$ cat config.mk
export PLATFORM = sky130hd
export DESIGN_NAME = alu_logic_serial8
export DESIGN_NICKNAME = d
export VERILOG_FILES = /design/src/rtl/alu_logic_pkg.sv /design/src/rtl/logic_bit1.sv /design/src/rtl/alu_logic_serial8.sv
export SDC_FILE = /design/constraint.sdc
export NUM_CORES = 1
export LEC_CHECK = 0
export CELL_PAD_IN_SITES_DETAIL_PLACEMENT = 1
export CELL_PAD_IN_SITES_GLOBAL_PLACEMENT = 2
export CORE_MARGIN = 2
export CORE_UTILIZATION = 34
export DETAILED_ROUTE_END_ITERATION = 10
export PLACE_DENSITY = 0.8
export SKIP_CTS_REPAIR_TIMING = 1
export SLEW_MARGIN = 20
export SYNTH_ARGS = -nofsm -noshare
export SYNTH_HDL_FRONTEND = slang
export SYNTH_SLANG_ARGS = --single-unit
$ cat constraint.sdc
create_clock -name clk -period 4.7 [get_ports clk]
set_clock_uncertainty 0.1 [all_clocks]
set_input_delay 0.705 -clock clk [delete_from_list [all_inputs] [get_ports clk]]
set_output_delay 0.705 -clock clk [all_outputs]
set_load 0.05 [all_outputs]
$ cat src/rtl/alu_logic_pkg.sv
// Shared definitions for the ALU logic engines: opcodes and serial FSM states.
package alu_logic_pkg;

  localparam logic [1:0] OP_AND  = 2'b00;
  localparam logic [1:0] OP_OR   = 2'b01;
  localparam logic [1:0] OP_XOR  = 2'b10;
  localparam logic [1:0] OP_NAND = 2'b11;

  typedef enum logic [1:0] {
    ST_IDLE = 2'b00,
    ST_RUN  = 2'b01,
    ST_DONE = 2'b10
  } state_t;

endpackage

$ cat src/rtl/logic_bit1.sv
// One-bit logic function f(op, a, b); shared bit-level reference for the ALU.
module logic_bit1
  import alu_logic_pkg::*;
(
  input  logic [1:0] i_op,
  input  logic       i_a,
  input  logic       i_b,
  output logic       o_y
);

  // Select the logic function for the current opcode
  always_comb begin
    o_y = 1'b0;
    case (i_op)
      OP_AND:  o_y = i_a & i_b;
      OP_OR:   o_y = i_a | i_b;
      OP_XOR:  o_y = i_a ^ i_b;
      OP_NAND: o_y = ~(i_a & i_b);
      default: o_y = 1'b0;
    endcase
  end

endmodule

$ cat src/rtl/alu_logic_serial8.sv
// Bit-serial AND/OR/XOR/NAND engine: accepts parallel operands, evaluates one
// bit per clock LSB first, and returns the parallel result with a zero flag.
module alu_logic_serial8
  import alu_logic_pkg::*;
#(
  parameter int unsigned WIDTH = 8
) (
  input  logic             clk,
  input  logic             rst_n,
  input  logic             in_valid,
  output logic             in_ready,
  input  logic [1:0]       op,
  input  logic [WIDTH-1:0] A,
  input  logic [WIDTH-1:0] B,
  output logic             out_valid,
  input  logic             out_ready,
  output logic [WIDTH-1:0] out,
  output logic             zero,
  output logic             busy
);

  localparam int unsigned CW = (WIDTH > 1) ? $clog2(WIDTH) : 1;

  state_t           r_state;
  state_t           w_next;
  logic [WIDTH-1:0] r_sa;
  logic [WIDTH-1:0] r_sb;
  logic [WIDTH-1:0] r_r;
  logic [1:0]       r_op;
  logic [CW-1:0]    r_cnt;
  logic             w_bit;
  logic             w_last;
  logic             w_accept;
  logic [WIDTH-1:0] w_r_next;

  logic_bit1 u_bit (
    .i_op (r_op),
    .i_a  (r_sa[0]),
    .i_b  (r_sb[0]),
    .o_y  (w_bit)
  );

  assign w_r_next = {w_bit, r_r[WIDTH-1:1]};
  assign w_last   = (r_cnt == CW'(WIDTH - 1));
  assign w_accept = (r_state == ST_IDLE) && in_valid;

  // Next-state logic and handshake flags
  always_comb begin
    w_next    = r_state;
    in_ready  = 1'b0;
    busy      = 1'b0;
    out_valid = 1'b0;
    case (r_state)
      ST_IDLE: begin
        in_ready = 1'b1;
        if (in_valid) w_next = ST_RUN;
      end
      ST_RUN: begin
        busy = 1'b1;
        if (w_last) w_next = ST_DONE;
      end
      ST_DONE: begin
        out_valid = 1'b1;
        if (out_ready) w_next = ST_IDLE;
      end
      default: w_next = ST_IDLE;
    endcase
  end

  // State register
  always_ff @(posedge clk or negedge rst_n) begin
    if (!rst_n) r_state <= ST_IDLE;
    else        r_state <= w_next;
  end

  // Operand shift registers, bit counter and result accumulation
  always_ff @(posedge clk or negedge rst_n) begin
    if (!rst_n) begin
      r_sa  <= '0;
      r_sb  <= '0;
      r_r   <= '0;
      r_op  <= OP_AND;
      r_cnt <= '0;
    end else if (w_accept) begin
      r_sa  <= A;
      r_sb  <= B;
      r_op  <= op;
      r_r   <= '0;
      r_cnt <= '0;
    end else if (r_state == ST_RUN) begin
      r_r  <= w_r_next;
      r_sa <= r_sa >> 1;
      r_sb <= r_sb >> 1;
      // Hold the counter on the last bit so it never wraps past WIDTH-1
      if (!w_last) r_cnt <= r_cnt + CW'(1);
    end
  end

  // Result and zero flag, loaded only when the last bit completes
  always_ff @(posedge clk or negedge rst_n) begin
    if (!rst_n) begin
      out  <= '0;
      zero <= 1'b0;
    end else if ((r_state == ST_RUN) && w_last) begin
      out  <= w_r_next;
      zero <= ~|w_r_next;
    end
  end

endmodule

## Word level (Yosys, flattened, before mapping)

Index checks and enable logic that the tools add are counted.

| word-level totals | value |
|---|---|
| bits in registers | 40 |

| operators by class | value |
|---|---|
| $add $sub $neg | 1 |
| equal/unequal tests | 10 |
| mux-type cells | 17 |
| bitwise gates (word level) | 4 |
| reductions and logical operators | 9 |

Operator list:

| operator | count |
|---|---|
| 8-bit two-way mux | 6 |
| 3-bit two-way mux | 3 |
| 8-bit OR reduction | 1 |
| 2-bit equality test, second input constant | 3 |
| 2-bit two-way mux | 3 |
| 2-bit inequality test, second input constant | 3 |
| 2-bit one-hot mux with 3 select lines | 1 |
| 2-bit by 1-bit equality test with 1-bit output, second input constant | 2 |
| 2-bit logical NOT | 2 |
| 1-bit one-hot mux with 4 select lines | 1 |
| 3-bit by 1-bit adder with 3-bit output, second input constant | 1 |
| 3-bit equality test, second input constant | 1 |
| 1-bit two-way mux | 3 |
| 3-bit AND reduction | 1 |
| 1-bit logical AND | 2 |
| 2-bit by 1-bit inequality test with 1-bit output, second input constant | 1 |
| 2-bit AND reduction | 1 |
| 2-bit nonzero test | 1 |
| 1-bit bitwise AND | 1 |
| 1-bit logical NOT | 1 |
| 1-bit inverter | 1 |
| 1-bit bitwise OR | 1 |
| 1-bit XOR | 1 |

## Longest topological paths before layout

| depth | value |
|---|---|
| depth in word-level cells | 5 |
| mapped depth | 6 |
| mapped depth without buffers | 5 |

## By module

From an unflattened synthesis, not the netlist that was laid out.

| second synthesis, totals | value |
|---|---|
| cell total of the unflattened synthesis | 157 |
| area total of the unflattened synthesis | 1686.6 um^2 |

Modules (own cells, without submodules):

| module | times used | cells each | area each (um^2) |
|---|---|---|---|
| alu_logic_serial8 | 1 | 147 | 1622.8 |
| logic_bit1 | 1 | 10 | 63.8 |

## Worst setup path before layout

OpenSTA, ideal clock, no wires.

| timing path | value |
|---|---|
| path kind | reg-to-output |
| start | register r_state[1] |
| end | output in_ready |
| arrival | 1119 ps |
| data required time | 3895 ps |
| path slack | 2776 ps |
| stages on the path, launching flop included | 2 |
| path through | dfrtp_1 -> nor2_1 |

| between the ends | value |
|---|---|
| longest elaborated chain between the ends | 2 |

RTL lines:

| item | RTL line | text |
|---|---|---|
| from (decl) | alu_logic_serial8.sv:24 | `state_t r_state;` |
| from (signal assigned) | alu_logic_serial8.sv:73 | `else r_state <= w_next;` |
| 2-bit logical NOT | alu_logic_serial8.sv:53 | `case (r_state)` |
| 1-bit two-way mux | alu_logic_serial8.sv:53 |  |
| to (decl) | alu_logic_serial8.sv:11 | `output logic in_ready,` |

Every way passes these cells.

## Worst setup path after layout

| timing path | value |
|---|---|
| start | register r_state[1] |
| end | output busy |

| between the ends | value |
|---|---|
| longest elaborated chain between the ends | 2 |

RTL lines:

| item | RTL line | text |
|---|---|---|
| 2-bit by 1-bit equality test with 1-bit output | alu_logic_serial8.sv:53 |  |
| 1-bit two-way mux | alu_logic_serial8.sv:53 |  |
| to (decl) | alu_logic_serial8.sv:19 | `output logic busy` |

Every way passes these cells.

==> results.yml <==
status:
  outcome: "completed"
cells_and_area:
  layout-drive-gt1-share: 0.128
  fin_cells: 255
  layout.nets: 213
  n_fill_cell: 535
  syn2layout_area_growth_pct: 28.9
  diodes: 0
drt:
  firstDrtPassIters: 4
  top_layer_used: "met4"
  dr_wl_met2_mm: 1.78
  vias: 1229
  ant_nets: 0
  drcViolationCount: 0
  routedWlPerCell_um: 14.0
  wl_met1_mm: 1.63
  wl_mm: 3.58
  dr_wl_met3_um: 148
  drt-vias-per-instance: 4.82
  drt_iter0_markers: 85
logic_synthesis:
  synth.avg_cell_area_um2: 11.0
  yosys.area_share.xor_xnor: 0
  synth.area.mux_share: 0.0858
  synth_compound_area_frac: 0.117
  seq_area_frac_synth: 0.582
  yosysUniqueCellTypes: 22
  synth-simple-area-share: 0.149
  synth_top_family_by_area: "simple AND/OR/NAND/NOR gates"
  syn_area_mm2: 0.00168
  postSynthCellCount: 153
  synth-seq-cells: 39
  synth_fp_nets: 179
  synth_warnings: 0
  synth_adder_area_share: 0.0298
floorplan:
  num_rows: 25
  die_w_um: 74.3
  dieHeight_um: 74.3
  coreArea_mm2: 0.00475
  io_pins: 34
  initial_core_util: 0.353
  die_area_mm2: 0.00551
setup_path:
  start_kind: "flip-flop"
  slowest_delay_ns: 0.93
  crit_arrival_ns: 2.61
  worstPathCellList: "nand2b_1, inv_1, clkdlybuf4s50_1"
  end_kind: "output pin"
  slowest_stage: "clkdlybuf4s50_1"
  criticalPathCategory: "flip-flop to output pin"
  r2r_setup_slack_ns: 2.78
  cp_max_fo: 21
  worstPathRequired_ns: 3.89
timing:
  hold_viol: 0
  fmax_mhz: 293
  maxSlewHeadroom: 0.430
  timing.final.crit_share: 0.727
  worst_slew_pin_slew_ns: 0.856
  rsz0062_at_grt: "false"
  slew_viol_final: 0
  setup_violations: 0
  period_minus_slack_ns: 3.42
  fin_setup_tns_ns: 0
pwr:
  power.leakage_nw: 1.00
  totalPowerFinal_mw: 1.47
  power_density_mw_per_mm2: 681
  irDropWorstVdd_mv: 0.204
clock_tree:
  clockBufferDepth: 2
  cts.clk_slew.worst_paths_ns: 0.08
  htreeDepth: 2
  cts_root_buf: "clkbuf_8"
  cts_tree: "built"
  cts-buffers-inserted: 5
  clkSinkCount: 39
  clk_latency_ns: 0.28
global_route:
  globalRouteTotalUtil: 0.141
  grt_pass1_wl_mm: 5.93
  grt_start_max_net_pins: 40
  antenna_found_initial: 0
  overflow: 0
  grt_pass1_vias: 1278
place:
  detailed_place_hpwl_mm: 2.55
  port-buffer-count: 33
  dp_cells: 246
  gp_congestion: 0.746
min_path:
  min_path_type: "flip-flop to flip-flop"
flow_run:
  drv_cap: 0
## worst max-delay path: cells and delay by family (launching register included)
family,cells,cell delay [ns]
AND/OR/NAND/NOR,1,0.35
flip-flops,1,0.47
buffers and inverters,2,1.50
## per-stage QoR
stage,worst slack (ns),hold WS [ns],instance area [um^2],utilization
CTS,1.25,0.389,2140,0.451
global route,1.12,0.416,2160,0.455
finish,1.28,0.385,2160,0.455
floorplan,2.78,0.309,1680,-
global placement,1.66,0.359,2040,0.430
detailed placement,1.56,0.369,2040,0.430
## path summary, 6_finish.rpt
check,startpoint,to,cells after the start
max in group asynchronous,rst_n,r_sa[0],1
worst min register to register,r_sa[3],r_sa[3],2
worst min-delay path,r_sa[3],r_sa[3],2
worst max-delay path,r_state[1],busy,3
min in group asynchronous,rst_n,out[0],1
worst max register to register,r_state[1],r_sb[4],4
## state kept, by name (all words and copies together), names as in the netlist
| name | cells |
|---|---|
| r_sa | 8 |
| r_sb | 8 |
| zero | 1 |
| out | 8 |
| r_r | 7 |
| r_op | 2 |
| r_cnt | 3 |
| r_state | 2 |
## layer usage
| layer | global-route usage | vias up |
|---|---|---|
| li1 | - | 592 |
| met1 | 0.179 | 606 |
| met2 | 0.237 | 27 |
| met3 | 0.0366 | 4 |
| met4 | 0.0417 | 0 |
| met5 | 0 | - |
## cells in the mapped netlist
library cell / number / area share
nor2_1: 2 / 0.0045
mux2i_1: 2 / 0.012
ha_1: 4 / 0.030
o22ai_1: 1 / 0.0037
or4_1: 1 / 0.0045
o21ai_0: 10 / 0.030
nor3b_2: 1 / 0.0075
inv_1: 5 / 0.011
o21bai_1: 1 / 0.0045
dfrtp_1: 39 / 0.58
a32o_1: 1 / 0.0060
nand3b_1: 1 / 0.0045
nor3b_4: 1 / 0.011
a22oi_1: 14 / 0.063
nor2_2: 1 / 0.0037
a22o_1: 2 / 0.010
nand2_1: 46 / 0.10
buf_4: 3 / 0.013
buf_2: 4 / 0.012
nor3_1: 1 / 0.0030
mux2_2: 11 / 0.074
nand2b_1: 2 / 0.0075
## cells in the final DEF, fill, tap and decap left out
master	instances
nor3_1	1
nor3b_4	1
buf_8	1
nand3b_1	1
mux2_2	11
a22oi_1	14
a22o_1	2
nor3b_2	1
buf_2	1
o21bai_2	1
a32o_1	1
nand2_1	46
nand2b_1	2
inv_1	5
or4_1	1
mux2i_1	2
o21ai_0	10
clkdlybuf4s50_1	32
clkbuf_1	1
ha_1	4
nor2_1	2
clkbuf_8	7
o22ai_1	1
dfrtp_1	39
nor2_2	1
## final cells by class
type                       instances  area, um^2  share of cell area
tap                               67        83.8              0.0388
clock buffer                       8         100              0.0463
inverter                           5        18.8             0.00868
multi-input combinational        102         644               0.298
timing repair buffer              34         340               0.157
sequential                        39         976               0.451
## power breakdown
group / total (mW) / leakage (nW) / internal (mW) / switching [mW]
Sequential: 0.581 / 0.501 / 0.479 / 0.102
Clock: 0.248 / 0.0515 / 0.134 / 0.114
Combinational: 0.642 / 0.449 / 0.258 / 0.385
Total: 1.47 / 1.00 / 0.871 / 0.602
## cells by family after synthesis
group                    count (synthesis)
AND/OR/NAND/NOR                         56
multiplexers                            13
buffers and inverters                   12
adder cells (fa/ha/maj)                  4
flip-flops                              39
AO/OA/AOI/OAI                           29
Note: power is estimated with default switching activity, not from simulation.
